## config.mk

```make
export PLATFORM = sky130hd
export DESIGN_NAME = control_sequencer
export DESIGN_NICKNAME = d
export VERILOG_FILES = /design/src/rtl/cpu_ctrl_pkg.sv /design/src/rtl/retire_counter.sv /design/src/rtl/control_sequencer.sv
export SDC_FILE = /design/constraint.sdc
export NUM_CORES = 1
export LEC_CHECK = 0
export ABC_AREA = 0
export ABC_CLOCK_PERIOD_IN_PS = 1800
export CAP_MARGIN = 20
export CORE_MARGIN = 3
export CORE_UTILIZATION = 30
export CTS_CLUSTER_SIZE = 14
export DETAILED_ROUTE_END_ITERATION = 8
export PLACE_DENSITY_LB_ADDON = 0.2
export SLEW_MARGIN = 20
export SYNTH_ARGS = -nofsm -noshare
export SYNTH_HDL_FRONTEND = slang
export SYNTH_SLANG_ARGS = --single-unit
```

## constraint.sdc

```tcl
create_clock -name clock -period 1.8 [get_ports clock]
set_input_delay 0.27 -clock clock [delete_from_list [all_inputs] [get_ports clock]]
set_output_delay 0.27 -clock clock [all_outputs]
set_load 0.02 [all_outputs]
```

## src/rtl/cpu_ctrl_pkg.sv

```systemverilog
`default_nettype none
// ============================================================================
// Module      : cpu_ctrl_pkg
// Description : Shared definitions for the single-bus datapath controller.
//               Holds the sequencer state encodings, control-word field
//               positions, the fixed FETCH/HOLD control words and the
//               don't-care register index. Imported by the sequencer and by
//               every per-instruction decoder.
// Revision    : 1.0 - initial release
// ============================================================================
package cpu_ctrl_pkg;

    typedef enum logic [1:0] {
        ST_FETCH = 2'b00,
        ST_EX0   = 2'b01,
        ST_EX1   = 2'b10,
        ST_EX2   = 2'b11
    } state_t;

    localparam int CW_W = 31;

    // Field positions inside the 31-bit control word (MSB to LSB).
    localparam int CW_PSEL_LSB  = 29;   // [30:29]
    localparam int CW_DA_LSB    = 24;   // [28:24]
    localparam int CW_SA_LSB    = 19;   // [23:19]
    localparam int CW_SB_LSB    = 14;   // [18:14]
    localparam int CW_FSEL_LSB  = 9;    // [13:9]
    localparam int CW_REGW_BIT  = 8;
    localparam int CW_RAMW_BIT  = 7;
    localparam int CW_ENMEM_BIT = 6;
    localparam int CW_ENALU_BIT = 5;
    localparam int CW_ENB_BIT   = 4;
    localparam int CW_ENPC_BIT  = 3;
    localparam int CW_BSEL_BIT  = 2;
    localparam int CW_PCSEL_BIT = 1;
    localparam int CW_SL_BIT    = 0;

    // PC select codes.
    localparam logic [1:0] PSEL_HOLD = 2'b00;
    localparam logic [1:0] PSEL_PC4  = 2'b01;

    // Register index used when a register field is unused.
    localparam logic [4:0] REG_DC = 5'd31;

    // Assemble a control word from its fields.
    function automatic logic [CW_W-1:0] pack_cw(
        input logic [1:0] psel,
        input logic [4:0] da,
        input logic [4:0] sa,
        input logic [4:0] sb,
        input logic [4:0] fsel,
        input logic       regw,
        input logic       ramw,
        input logic       en_mem,
        input logic       en_alu,
        input logic       en_b,
        input logic       en_pc,
        input logic       bsel,
        input logic       pcsel,
        input logic       sl
    );
        logic [CW_W-1:0] cw;
        cw                    = '0;
        cw[CW_PSEL_LSB +: 2]  = psel;
        cw[CW_DA_LSB   +: 5]  = da;
        cw[CW_SA_LSB   +: 5]  = sa;
        cw[CW_SB_LSB   +: 5]  = sb;
        cw[CW_FSEL_LSB +: 5]  = fsel;
        cw[CW_REGW_BIT]       = regw;
        cw[CW_RAMW_BIT]       = ramw;
        cw[CW_ENMEM_BIT]      = en_mem;
        cw[CW_ENALU_BIT]      = en_alu;
        cw[CW_ENB_BIT]        = en_b;
        cw[CW_ENPC_BIT]       = en_pc;
        cw[CW_BSEL_BIT]       = bsel;
        cw[CW_PCSEL_BIT]      = pcsel;
        cw[CW_SL_BIT]         = sl;
        return cw;
    endfunction

    // Fetch: PC <- PC+4, no register or memory writes.
    localparam logic [CW_W-1:0] FETCH_CW = pack_cw(PSEL_PC4, REG_DC, REG_DC, REG_DC,
                                                   5'd0, 1'b0, 1'b0, 1'b0, 1'b0,
                                                   1'b0, 1'b1, 1'b0, 1'b0, 1'b0);
    // Hold: as fetch, but the PC reloads its own value.
    localparam logic [CW_W-1:0] HOLD_CW  = pack_cw(PSEL_HOLD, REG_DC, REG_DC, REG_DC,
                                                   5'd0, 1'b0, 1'b0, 1'b0, 1'b0,
                                                   1'b0, 1'b1, 1'b0, 1'b0, 1'b0);

endpackage : cpu_ctrl_pkg
`default_nettype wire

```

## src/rtl/retire_counter.sv

```systemverilog
`default_nettype none
// ============================================================================
// Module      : retire_counter
// Description : CNT_W-bit up-counter of retired instructions. Increments by
//               one when i_inc is high; wraps silently from all-ones to zero.
// Ports       : clk     - clock, rising edge
//               rst_n   - asynchronous active-low clear
//               i_inc   - increment enable
//               o_count - current count
// Revision    : 1.0 - initial release
// ============================================================================
module retire_counter #(
    parameter int CNT_W = 32
) (
    input  logic             clk,
    input  logic             rst_n,
    input  logic             i_inc,
    output logic [CNT_W-1:0] o_count
);

    logic [CNT_W-1:0] r_count;

    always_ff @(posedge clk or negedge rst_n) begin
        if (!rst_n) begin
            r_count <= '0;
        end else if (i_inc) begin
            r_count <= r_count + CNT_W'(1);
        end
    end

    assign o_count = r_count;

endmodule : retire_counter
`default_nettype wire

```

## src/rtl/control_sequencer.sv

```systemverilog
`default_nettype none
// ============================================================================
// Module      : control_sequencer
// Description : Central sequencer for the single-bus datapath. Owns the state
//               register and instruction register, generates the fetch/hold
//               control words in FETCH, forwards the decoder's control word,
//               K and next state in EX0..EX2, forces illegal decoder
//               transitions back to FETCH with a one-cycle seq_error pulse,
//               and counts retired instructions.
// Ports       : clock          - clock, rising edge
//               reset_n        - asynchronous active-low reset
//               mem_data       - instruction word from memory
//               mem_ready      - mem_data valid this cycle
//               halt           - stop before the next fetch
//               dec_cw         - control word from the active decoder
//               dec_next_state - next state from the active decoder
//               dec_k          - K constant from the active decoder
//               instruction    - instruction register
//               state          - current state
//               controlword    - control word to the datapath
//               K              - constant to the datapath
//               seq_error      - pulse after an illegal decoder transition
//               retired        - retired-instruction count
// Revision    : 1.0 - initial release
// ============================================================================
module control_sequencer
    import cpu_ctrl_pkg::*;
#(
    parameter int CNT_W = 32
) (
    input  logic             clock,
    input  logic             reset_n,
    input  logic [31:0]      mem_data,
    input  logic             mem_ready,
    input  logic             halt,
    input  logic [30:0]      dec_cw,
    input  logic [1:0]       dec_next_state,
    input  logic [63:0]      dec_k,
    output logic [31:0]      instruction,
    output logic [1:0]       state,
    output logic [30:0]      controlword,
    output logic [63:0]      K,
    output logic             seq_error,
    output logic [CNT_W-1:0] retired
);

    // A decoder may only advance to the immediate successor or finish.
    function automatic logic legal_next(input state_t cur, input state_t nxt);
        logic ok;
        ok = 1'b0;
        case (cur)
            ST_EX0:  ok = (nxt == ST_FETCH) || (nxt == ST_EX1);
            ST_EX1:  ok = (nxt == ST_FETCH) || (nxt == ST_EX2);
            ST_EX2:  ok = (nxt == ST_FETCH);
            default: ok = 1'b0;
        endcase
        return ok;
    endfunction

    state_t        r_state;
    logic [31:0]   r_ir;
    logic          r_seq_error;

    state_t        w_next_state;
    state_t        w_dec_next;
    logic          w_load_ir;
    logic          w_illegal;
    logic          w_retire;
    logic [30:0]   w_cw;
    logic [63:0]   w_k;

    assign w_dec_next = state_t'(dec_next_state);

    // ------------------------------------------------------------------
    // State, IR and error-pulse registers
    // ------------------------------------------------------------------
    always_ff @(posedge clock or negedge reset_n) begin
        if (!reset_n) begin
            r_state     <= ST_FETCH;
            r_ir        <= '0;
            r_seq_error <= 1'b0;
        end else begin
            r_state     <= w_next_state;
            r_seq_error <= w_illegal;
            if (w_load_ir) begin
                r_ir <= mem_data;
            end
        end
    end

    // ------------------------------------------------------------------
    // Next state and output mux
    // ------------------------------------------------------------------
    always_comb begin
        w_next_state = r_state;
        w_load_ir    = 1'b0;
        w_illegal    = 1'b0;
        w_retire     = 1'b0;
        w_cw         = HOLD_CW;
        w_k          = '0;

        case (r_state)
            ST_FETCH: begin
                // halt takes priority over a ready memory word.
                if (mem_ready && !halt) begin
                    w_cw         = FETCH_CW;
                    w_load_ir    = 1'b1;
                    w_next_state = ST_EX0;
                end
            end
            default: begin
                w_cw = dec_cw;
                w_k  = dec_k;
                if (legal_next(r_state, w_dec_next)) begin
                    w_next_state = w_dec_next;
                end else begin
                    w_illegal    = 1'b1;
                    w_next_state = ST_FETCH;
                end
                // Forced or not, leaving EXn for FETCH retires the instruction.
                w_retire = (w_next_state == ST_FETCH);
            end
        endcase
    end

    retire_counter #(
        .CNT_W   (CNT_W)
    ) u_retire_counter (
        .clk     (clock),
        .rst_n   (reset_n),
        .i_inc   (w_retire),
        .o_count (retired)
    );

    assign instruction = r_ir;
    assign state       = r_state;
    assign controlword = w_cw;
    assign K           = w_k;
    assign seq_error   = r_seq_error;

endmodule : control_sequencer
`default_nettype wire
```

# After elaboration in Yosys (flattened, before gate mapping)
# Index checks and enable logic that the tools add are counted.
# Widths: inputs -> output; s select.
totals:
  ff_bits: 67
  out_inout_bits: 162
  elab_cells: 32
op_classes:
  add_sub_neg: 1
  n_eq_ne: 6
  mux: 14
  n_reduce_logical: 7
op_table:
  columns: ["operator", "count"]
  rows:
  - ["$mux 64", 1]
  - ["$add 32x1->32 const B", 1]
  - ["$mux 31", 1]
  - ["$mux 30", 1]
  - ["$eq 2x2->1 const B", 4]
  - ["$mux 2", 4]
  - ["$logic_not 2->1", 3]
  - ["$mux 1", 6]
  - ["$pmux 1 s3", 1]
  - ["$eq 2x1->1 const B", 1]
  - ["$logic_or 1x1->1", 2]
  - ["$ne 2x2->1 const B", 1]
  - ["$logic_and 1x1->1", 1]
  - ["$logic_not 1->1", 1]

# Longest topological paths before layout
depth:
  depth_word: 8
  mapped_depth: 7

# By module
# Synthesis repeated with hierarchy kept, for this count alone.
hier_totals:
  cells_unflattened: 319
  hier_area_um2: 3636.0
modules_own_cells:
  columns: ["mod", "n_inst", "cells_each", "area_per_inst_um2"]
  rows:
  - ["control_sequencer", 1, 196, 2187.1]
  - ["retire_counter", 1, 123, 1448.9]

# Worst setup path after synthesis
# No wires, ideal clock.
synth_path:
  kind: "register -> register"
  startpoint: "register r_state[0], in the netlist state[0]"
  endpoint: "register u_retire_counter.r_count[20], in the netlist u_retire_counter.o_count[20]"
  arrival_time_ns: 1.825
  t_required_ns: 1.720
  slack_ns: -0.105
  path_stages_with_launch: 7
  path_buffers: 0
  path_cell_list: "dfrtp_1 -> inv_1 -> ha_1 -> and2_1 -> a2111o_1 -> nor3_1 -> xor2_1"
synth_via:
  elab_chain_len: 7
  elab_cells_between_ends: 10
  classes_between: "eq/ne (3); mux (5); reduce/logical (2)"
synth_rtl:
  columns: ["element", "line", "text"]
  rows:
  - ["from (decl)", "control_sequencer.sv:60", "state_t r_state;"]
  - ["from (signal assigned)", "control_sequencer.sv:83", "r_state <= w_next_state;"]
  - ["$eq 2x2->1 or $eq 2x1->1 (tied branches)", "control_sequencer.sv:51", "case (cur)"]
  - ["$pmux 1 s3", "control_sequencer.sv:51", null]
  - ["$mux 1", "control_sequencer.sv:102", "case (r_state)"]
  - ["$mux 2", "control_sequencer.sv:114", "if (legal_next(r_state, w_dec_next)) begin"]
  - ["$mux 2", "control_sequencer.sv:102", null]
  - ["$logic_not 2->1", "control_sequencer.sv:121", "w_retire = (w_next_state == ST_FETCH);"]
  - ["$mux 1 *", "control_sequencer.sv:102", null]
  - ["to (signal assigned)", "retire_counter.sv:27", "r_count <= r_count + CNT_W'(1);"]
  - ["to (decl)", "retire_counter.sv:21", "logic [CNT_W-1:0] r_count;"]
# Every way passes the cells marked *; elsewhere a longest branch is shown, timed or not. The select of a mux whose other input is x is not followed.
# A chain may end at the register's enable or synchronous reset.

# Worst setup path in the final report
layout_path:
  startpoint: "register r_state[1], in the netlist state[1]"
  endpoint: "register u_retire_counter.r_count[26], in the netlist u_retire_counter.o_count[26]"
# The elaborated chain is that of the path after synthesis.

==> impl_results.md <==
* Worst hold stages at 1
* Syn Inst Count at 340
* I/O Buffers at 294
* Area Growth Syn to Fin at 105%
* Ys flop type: dfrtp_1
* Number of synthesized flops with an enable pin at 0
* Setup TNS at -2150 ps
* First DRT Iteration DRCs at 105
* Reg-to-reg slack, setup at -140 ps
* CTS root buffer: clkbuf_16
* Dpl ws at -221 ps
* Max cap viols at 0
* Clk buf depth at 2
* Worst vdd ir at 838 µV
* Violated checks: setup timing
* DIE AREA at 13200 µm²
* WP buf/inv at 1
* Worst-Skew Late Latency at 330 ps
* Via count at 3721
* Cell row count at 39
* CTS Buf Count at 9
* First-pass GRT wire length at 21800 µm
* Endpoints failing hold at 0
* R2R cell count at 6
* CP Cell Sequence: ha_4, buf_6, xnor2_4, a2111o_1, nor4_2, xor2_1
* FF+latch count, synth at 67
* Critical Path RT at 2050 ps
* Pwr Total at 0.0112 W
* DRC violations left at 0
* RSZ-0062 raised after global routing: true
* Worst hold slack at 476 ps
* CP arrival at 2180 ps
* Grt ovf at 0
* Slew margin rel. at 70.3%
* Share of the synthesized area in the top cell type at 47.0%
* Fin area at 7310 µm²
* Crit Path Class: flip-flop to flip-flop
* H-tree depth at 3
* Gpl congestion at 0.851
* TritonRoute pass-1 iters at 4
* Asr flop ratio synth at 100%
* Largest cells by area after synthesis: dfrtp_1 (47%), nor2b_1 (14%), mux2_2 (10%), xor2_1 (5.4%), or2_2 (2.8%)
* Worst-path maximum fanout at 4
* Synth cell types at 30
* Crit end category: flip-flop
* Dominant cell type by area after synthesis: dfrtp_1
* Pwr per Cell Area at 1530 nW/µm²
* Final wirelength at 15100 µm
* Via density at 4.60
* Status: complete, but fails checks
* Final net count at 798
* Synth Warn # at 0
* Synth Cell Area at 3570 µm²
* Boundary Pins at 295
* Clk pin slew, worst setup/hold paths at 60 ps
* Largest net degree at the start of global routing at 36
* Worst Setup Start Kind: flip-flop
* Die height at 115 µm
* Post-place instance area at 6830 µm²
* Final period util at 108%
* Wire per inst at 18.6 µm
* Max frequency at 516 MHz
* Horiz. Die Dim at 115 µm
* ANT cells at 0
* Crit path time final at 1940 ps
* Sequential area share after synthesis at 47.0%
* Static Leak at 3.25 nW
* Final Slew Violations at 0
* Post-route ant nets at 0
* Largest stage delay on the critical path at 460 ps
* Antenna violations before repair at 0
* Core area at 11500 µm²
* Mean Syn Cell Area at 10.5 µm²
* Hold Crit Class: flip-flop to flip-flop
* CP max stage cell: a2111o_1
* CTS tree: built
* Fraction of layout cells with a size suffix above 1 at 35.4%
* Final setup fails at 34
* Initial Util at 31.0%
* GR Util All Layers at 21.6%
* Vias in the first global route at 3847
* Syn nets at 477
* Worst path top cell family by delay: compound AO/OA/AOI/OAI gates
* Setup Skew at 10.2 ps
* Detailed placer's ending HPWL at 11800 µm
* Clock Sinks at 67
* Worst setup margin at -138 ps
* Cell depth of the worst setup path at 6
* Slew @ Worst Pin at 446 ps
## cells in the mapped netlist (6+ instances only)
cell and instances:
nor2b_1 79, dfrtp_1 67, mux2_2 32, xor2_1 22, nand2_1 16, or2_2 16, nor3_1 14, clkbuf_1 12
inv_1 11, xnor2_1 11, nand3_1 10, and4_1 6, buf_2 6, nor2_1 6
## registers in the layout, summed over array words and instances, names as in the netlist
name                      cells
state                         2
instruction                  32
seq_error                     1
u_retire_counter.o_count     32
## power by group
part / internal [W] / switching (W)
registers: 0.00198 / 0.000259
logic: 0.00334 / 0.00371
clock network: 0.00128 / 0.000611
## routing by layer
layer	global-route usage [%]	vias up	share of wire (%)
met3	8.42	17	9.3
met2	38.1	164	53
met4	6.18	0	1.7
met5	0	-	0
met1	24.2	1771	36
li1	-	1769	-
## what timing repair did
item / 4_1_cts / 5_1_grt
gates cloned: 1 / 1
hold buffers: 1 / 0
pin swaps: 6 / 12
setup buffers: 1 / 7
endpoints found under the hold margin: 32 / 0
resized for setup: 304 / 180
endpoints found under the setup margin: 121 / 142
## worst paths after layout
check | from | end
max | state[1] | u_retire_counter.o_count[26]
min | u_retire_counter.o_count[31] | u_retire_counter.o_count[31]
max reg2reg | state[1] | u_retire_counter.o_count[26]
min reg2reg | u_retire_counter.o_count[31] | u_retire_counter.o_count[31]
max in group asynchronous | reset_n | u_retire_counter.o_count[9]
min in group asynchronous | reset_n | instruction[15]
## layout by cell type, fill, tap and decap left out, types with 10 or more instances in the layout
master           Yosys  layout
clkbuf_16            0      10
clkdlybuf4s50_1      0     198
nand2_1             16      14
buf_6                0      16
buf_4                0      68
mux2_2              32      32
xnor2_1             11      10
nor2b_1             79      71
buf_2                6      26
xor2_1              22      21
dfrtp_1             67      64
clkbuf_2             0      10
## area by class of cell
| cell class | count | area (µm²) |
|---|---|---|
| Multi-Input combinational cell | 244 | 2060 |
| Sequential cell | 67 | 1680 |
| Timing Repair Buffer | 328 | 3030 |
| Clock inverter | 4 | 72.6 |
| Clock buffer | 12 | 256 |
| Fill cell | 929 | 4200 |
| Inverter | 11 | 41.3 |
| Tap cell | 143 | 179 |
## per-stage QoR
step,instances,util [%]
final,809,63.5
after global routing,809,63.5
after CTS,801,60.5
after detailed placement,782,59.3
after global placement,782,59.3
after floorplan,340,-
## cell families (layout without fill, tap and decap cells)
logic type / count (synthesis) / count (layout) / share of synthesized area (%)
xor+xnor: 33 / 33 / 8.09
flops: 67 / 67 / 47.0
compound gates: 10 / 10 / 2.07
buf+inv: 29 / 355 / 3.26
simple gates: 165 / 165 / 28.1
mux: 32 / 32 / 10.1
fa+ha+maj: 4 / 4 / 1.40
(Power assumes the default switching activity.)
